`src/rtl/grf_sb_multiport.sv`:
```
// rtl/grf_sb_multiport.sv - multi-port register file with write bypass and busy scoreboard (optional trace: GRF_TRACE_EN)
module grf_sb_multiport #(
    parameter int DATA_W = 32,
    parameter int ADDR_W = 5,
    parameter int NUM_RD = 2
) (
    input  logic                     clk,
    input  logic                     reset,
    input  logic                     we0,
    input  logic [ADDR_W-1:0]        waddr0,
    input  logic [DATA_W-1:0]        wdata0,
    input  logic                     we1,
    input  logic [ADDR_W-1:0]        waddr1,
    input  logic [DATA_W-1:0]        wdata1,
    input  logic [31:0]              pc,
    input  logic [NUM_RD*ADDR_W-1:0] raddr,
    output logic [NUM_RD*DATA_W-1:0] rdata,
    output logic [NUM_RD-1:0]        rbusy,
    input  logic                     issue_vld,
    input  logic [ADDR_W-1:0]        issue_addr,
    output logic [ADDR_W:0]          busy_cnt
);

    localparam int NREGS = 2 ** ADDR_W;

    logic [DATA_W-1:0] regs [NREGS];
    logic [NREGS-1:0]  busy;
    logic [NREGS-1:0]  busy_next;
    logic [ADDR_W:0]   cnt_next;

    // Register array update; port 1 is written last so it wins on a shared index
    always_ff @(posedge clk) begin
        if (reset) begin
            for (int i = 0; i < NREGS; i++) begin
                regs[i] <= '0;
            end
        end else begin
            if (we0 && waddr0 != '0) begin
                regs[waddr0] <= wdata0;
            end
            if (we1 && waddr1 != '0) begin
                regs[waddr1] <= wdata1;
            end
        end
    end

    // Next scoreboard state: a new issue overrides a completing write to the same register
    always_comb begin
        busy_next = busy;
        cnt_next  = '0;
        for (int i = 1; i < NREGS; i++) begin
            if (issue_vld && issue_addr == ADDR_W'(i)) begin
                busy_next[i] = 1'b1;
            end else if ((we0 && waddr0 == ADDR_W'(i)) || (we1 && waddr1 == ADDR_W'(i))) begin
                busy_next[i] = 1'b0;
            end
        end
        busy_next[0] = 1'b0;
        for (int i = 0; i < NREGS; i++) begin
            cnt_next = cnt_next + {{ADDR_W{1'b0}}, busy_next[i]};
        end
    end

    // Scoreboard and its population count are registered together
    always_ff @(posedge clk) begin
        if (reset) begin
            busy     <= '0;
            busy_cnt <= '0;
        end else begin
            busy     <= busy_next;
            busy_cnt <= cnt_next;
        end
    end

    // Read ports: $0 is hard zero, then same-cycle write bypass (port 1 first), then the array
    always_comb begin
        rdata = '0;
        rbusy = '0;
        for (int k = 0; k < NUM_RD; k++) begin
            logic [ADDR_W-1:0] ra;
            logic              wr_hit;
            ra     = raddr[k*ADDR_W +: ADDR_W];
            wr_hit = (we0 && waddr0 == ra) || (we1 && waddr1 == ra);
            if (ra == '0) begin
                rdata[k*DATA_W +: DATA_W] = '0;
            end else if (we1 && waddr1 == ra) begin
                rdata[k*DATA_W +: DATA_W] = wdata1;
            end else if (we0 && waddr0 == ra) begin
                rdata[k*DATA_W +: DATA_W] = wdata0;
            end else begin
                rdata[k*DATA_W +: DATA_W] = regs[ra];
            end
            rbusy[k] = (ra != '0) && busy[ra] && !wr_hit;
        end
    end

`ifdef GRF_TRACE_EN
    // Write trace, port 0 line before port 1, writes to $0 included
    always_ff @(posedge clk) begin
        if (!reset) begin
            if (we0) begin
                $display("%d@%h: $%d <= %h", $time, pc, waddr0, wdata0);
            end
            if (we1) begin
                $display("%d@%h: $%d <= %h", $time, pc, waddr1, wdata1);
            end
        end
    end
`else
    logic unused_pc;
    assign unused_pc = ^pc;
`endif

endmodule

```
`config.mk`:
```
export PLATFORM = sky130hd
export DESIGN_NAME = grf_sb_multiport
export DESIGN_NICKNAME = d
export VERILOG_FILES = /design/src/rtl/grf_sb_multiport.sv
export SDC_FILE = /design/constraint.sdc
export NUM_CORES = 2
export LEC_CHECK = 0
export BUFFER_PORTS_ARGS = -buffer_cell sky130_fd_sc_hd__buf_2
export CORE_ASPECT_RATIO = 2
export CORE_MARGIN = 1
export CORE_UTILIZATION = 45
export CTS_CLUSTER_DIAMETER = 30
export DETAILED_ROUTE_END_ITERATION = 8
export PLACE_DENSITY_LB_ADDON = 0.25
export SETUP_SLACK_MARGIN = 0.1
export SLEW_MARGIN = 15
export SYNTH_ARGS = -nofsm -noshare
export SYNTH_HDL_FRONTEND = slang
export SYNTH_SLANG_ARGS = --single-unit
```
`constraint.sdc`:
```
create_clock -name clk -period 6.8 [get_ports clk]
set_clock_uncertainty 0.2 [all_clocks]
set_input_delay 0.68 -clock clk [delete_from_list [all_inputs] [get_ports clk]]
set_output_delay 0.68 -clock clk [all_outputs]
set_load 0.005 [all_outputs]
```
# Yosys cells after proc, flatten, opt, wreduce, memory -nomap -nowiden
# Memories as Yosys holds them, arrays and structs flattened.
# Cells that the tools add are included.
# W data, S select, Z words.
# classes
reduce_logical	146
eq_ne	97
muxes	86
magnitude_cmp	2
addsub	30
# ops
cell	count
$mux W32	8
$eq A5 B5 Y1 const B	48
$add A6 B1 Y6	25
$eq A5 B4 Y1 const B	24
$logic_and A1 B1 Y1	103
$mux W1	74
$reduce_or A32 Y1	2
$eq A5 B3 Y1 const B	12
$logic_or A1 B1 Y1	33
$eq A5 B2 Y1 const B	6
$eq A5 B5 Y1	4
$reduce_bool A5 Y1	4
$eq A5 B1 Y1 const B	3
$lt A5 B6 Y1 const B	2
$bmux W1 S5	2
$logic_not A5 Y1	2
$mux W5	2
$add A5 B1 Y6	1
$add A4 B1 Y5	1
$add A3 B1 Y4	1
$add A2 B1 Y3	1
$add A1 B1 Y2	1
$logic_not A1 Y1	2
# word_totals
output_inout_bits	72
wordCells	365
mem_count	1
ram_bits	1024
reg_bits	38
# memory_table
memory	words	width	read_ports	rd_clocked_by_memory_dff	wr	line_no	rtl
regs	32	32	2	0	32	26	logic [DATA_W-1:0] regs [NREGS];

# Longest topological paths before layout
# depth
depth_word	35
depth_mapped	24
depth_no_buf	22

# Least setup slack after synthesis
# OpenSTA, ideal clock, no wires.
# synth_path
kind	input port to flip-flop
from	input waddr1[2]
to	register busy_cnt[4]
arrival_time_ps	6192
cell_stages	22
slack_ps	280
t_required_ps	6472
cell_sequence	clkbuf_1 > or4b_1 > clkbuf_1 > nor2_1 > a21oi_1 > a22o_1 > fa_1 > inv_1 > fa_1 > fa_1 > fa_1 > fa_1 > inv_1 > fa_1 > inv_1 > fa_1 > fa_1 > inv_1 > a21o_1 > a21oi_1 > xor2_1 > nor2_1
# synth_via
elab_chain_cells	35
word_cells_on_any_way	185
# synth_rtl
item	line_no	rtl
start, declared	13	input logic [ADDR_W-1:0] waddr1,
$eq A5 B1 Y1	54	end else if ((we0 && waddr0 == ADDR_W'(i)) || (we1 && waddr1 == ADDR_W'(i))) begin
$logic_and A1 B1 Y1	54	
$logic_or A1 B1 Y1	54	
$mux W1	54	
$mux W1	52	if (issue_vld && issue_addr == ADDR_W'(i)) begin
via busy_next[1]	28	logic [NREGS-1:0] busy_next;
$add A1 B1 Y2	60	cnt_next = cnt_next + {{ADDR_W{1'b0}}, busy_next[i]};
$add A2 B1 Y3	60	
$add A3 B1 Y4	60	
$add A4 B1 Y5	60	
$add A5 B1 Y6	60	
$add A6 B1 Y6 (25 in a row)	60	
end signal, assigned	71	busy_cnt <= cnt_next;
end, declared	21	output logic [ADDR_W:0] busy_cnt
# The timed path passes the listed nets, and every way through them passes these cells.
# A chain may end at the register's enable or synchronous reset.

# Final worst setup path
# Same ends and word-level chain as after synthesis.

==> key figures <==
Setup path
  – Crit path capture type: flop
  – CP Launch Type: input port
  – Crit Path Category: in -> reg
  – Max FO, Critical Path: 6
  – Worst path required time: 7.26 ns
  – Crit path DAT: 6.44 ns

Drt
  – Iteration-0 DRC Markers: 8,150
  – Routed WL per cell: 46.5 um
  – Routed Antenna Nets: 0
  – Final wirelength: 291,000 um
  – Via count: 50,400
  – Via density: 8.07
  – TritonRoute pass-1 iters: 8
  – Drt drc: 0

Power
  – IR drop worst, VDD: 0.201 mV
  – Comb power frac: 13.3%
  – Pwr Density: 261 nW/um^2
  – Pwr Total: 18.3 mW
  – Cell Int Power: 13.4 mW
  – Switching share of total power: 27.1%
  – Total leakage power: 24.3 nW
  – Clk network pwr share: 44.3%
  – Sequential power share: 42.4%
  – P_sw: 4.96 mW

Clocking
  – Clock root cell: clkbuf_16
  – Hold-fix buffers, CTS: 0
  – Clk sinks: 1,061
  – H-tree depth: 4
  – Clk_lat worst skew: 0.81 ns
  – Setup Buffers After CTS: 0
  – CTS Buffer Depth: 4
  – CTS tree: done
  – Total CTS buffers: 151
  – Worst-path clk slew: 0.05 ns
  – # resized after CTS: 0

Synthesis
  – Cell variety after synth: 64
  – Async S/R FF share, synth: 0%
  – Mapped Area: 62,300 sq um
  – Post-synth top flop: edfxtp_1
  – Synth warnings: 0
  – Mapped Avg Cell Area: 14.1 sq um
  – Mapped Cells: 4,425
  – EDFF count, synth: 1,024
  – #FFs+latches synth: 1,061
  – Post-synthesis sequential area ratio: 50.5%

Floorplan
  – # rows: 192
  – Initial Util: 45.5%
  – Die H: 528 um
  – Io pins: 198
  – Die Wd: 265 um
  – Die Area: 140,000 sq um
  – Core box area: 137,000 sq um

Layout
  – # fillers: 11,400
  – Nets: 4,425
  – Most frequent cells in the layout: a22o_1 (1,060), edfxtp_1 (1,024), mux4_2 (404), mux2i_1 (265), buf_4 (198)
  – Most common cell after layout, fill and taps aside: a22o_1
  – Layout cells sized above 1: 26.7%
  – Layout area overhead: 12.4%
  – Multi-input gate area: 28,500 sq um
  – Reg area: 31,500 sq um

Placement
  – Final HPWL DP: 165,000 um
  – Input/output buffers: 165
  – RePlAce Congestion: 0.930

Timing
  – Tcrit/Tclk final: 88.0%
  – Setup tns final: 0 ns
  – Hold violation total from the final report: 0
  – Achievable Freq: 167 MHz
  – Setup violations, final: 0
  – Slew margin rel.: 9.73%
  – RSZ-0062 raised after global routing: false
  – Worst slew pin tran: 1.35 ns
  – Fin. max-slew vios: 0
  – Post-route minimum period: 5.99 ns

GRT
  – GR Util All Layers: 40.9%
  – Antenna violations before repair: 28
  – Largest net degree at the start of global routing: 112
  – First-pass GRT wire length: 392,000 um
  – GRT overflow: 0
  – Vias in the first global route: 50,600

Hold path
  – Min-Delay Path Class: in -> reg

Job
  – Max_cap viols: 0

Status
  – Outcome: completed
[through the flow]
| stage | hold WS, ns | worst slack, ns | cell area, sq um | cells | utilization (%) |
|---|---|---|---|---|---|
| 5_1_grt | 0.168 | 0.608 | 70000 | 6225 | 51.0 |
| 4_1_cts | 0.144 | 0.869 | 70000 | 6222 | 51.0 |
| 3_3_place_gp | 0.422 | 0.108 | 64900 | 5959 | 47.3 |
| 6_report | 0.161 | 0.814 | 70100 | 6246 | 51.1 |
| 2_1_floorplan | 0.301 | 0.280 | 62500 | 4456 | - |
| 3_5_place_dp | 0.424 | 0.0653 | 64900 | 5959 | 47.3 |
[power by group through the flow]
| stage | sequential (mW) | clock, mW | combinational (mW) |
|---|---|---|---|
| floorplan | 7.80 | 0 | 1.43 |
| global placement | 7.84 | 0 | 2.32 |
| detailed placement | 7.88 | 0 | 2.34 |
| CTS | 7.74 | 8.08 | 2.35 |
| global route | 7.78 | 8.32 | 2.47 |
| finish | 7.76 | 8.11 | 2.44 |
[state kept, by name, indices dropped and copies added (netlist names)]
signal	count
busy	31
busy_cnt	6
regs	1024
[routing by layer]
| layer | vias to the layer above | track usage (%) | part of all wire (%) | wire length, um |
|---|---|---|---|---|
| met3 | 1822 | 15.3 | 14 | 40700 |
| met5 | - | 0 | 0.054 | 158 |
| met1 | 25100 | 43.2 | 30 | 85900 |
| met2 | 5019 | 62.8 | 45 | 131000 |
| met4 | 21 | 38.5 | 11 | 32400 |
| li1 | 18400 | - | - | - |
[Yosys cell counts (35+ instances only)]
library cell,number,area (sq um)
a211oi_1,91,683
a22o_1,1060,9280
a22oi_1,65,488
a32oi_1,37,324
buf_1,76,285
buf_2,113,566
clkbuf_1,493,1850
dfxtp_1,37,741
edfxtp_1,1024,30700
mux2i_1,265,2650
mux4_2,404,9100
nand2_1,36,135
nor2_1,79,297
nor2b_1,35,219
nor3_1,42,210
o221ai_1,92,806
[logic make-up after synthesis]
family | Yosys count | share of synthesized area, %
XOR/XNOR | 23 | 0.323
flip-flops | 1061 | 50.5
multiplexers | 700 | 19.4
AND/OR/NAND/NOR | 320 | 2.73
other | 1 | 0.00601
buffers and inverters | 738 | 4.92
adder cells (fa/ha/maj) | 30 | 0.879
AO/OA/AOI/OAI | 1552 | 21.2
[worst max-delay path, cell delays in order]
cell and delay, ns:
buf_2 0.14, or4b_1 0.61, nor2_1 0.19, a21oi_1 0.13, a22o_1 0.26, fa_1 0.56, inv_1 0.06, fa_1 0.50
fa_1 0.44, fa_1 0.51, fa_1 0.50, inv_1 0.05, fa_1 0.47, inv_1 0.05, fa_1 0.41, fa_1 0.45
inv_1 0.07, a21o_1 0.11, a21oi_1 0.07, xor2_1 0.13, nor2_1 0.05
[final cells by class]
class / instances / share of cell area (%)
sequential: 1061 / 44.9
multi-input combinational: 2657 / 40.7
clock buffer: 170 / 5.72
timing repair buffer: 370 / 3.62
tap: 1843 / 3.29
clock inverter: 93 / 1.51
inverter: 28 / 0.150
antenna: 24 / 0.0857
[path summary, 6_finish.rpt]
kind              cells past startpoint  slack (ns)                endpoint                 from
hold reg to reg                       2        0.43     busy[13]$_SDFF_PP0_  busy[13]$_SDFF_PP0_
hold / removal                        2        0.16     busy[19]$_SDFF_PP0_                reset
setup / recovery                     21        0.81  busy_cnt[4]$_SDFF_PP0_            waddr1[2]
setup reg to reg                     19        1.21  busy_cnt[4]$_SDFF_PP0_  busy[24]$_SDFF_PP0_
Note: power is estimated with default switching activity, not from simulation.
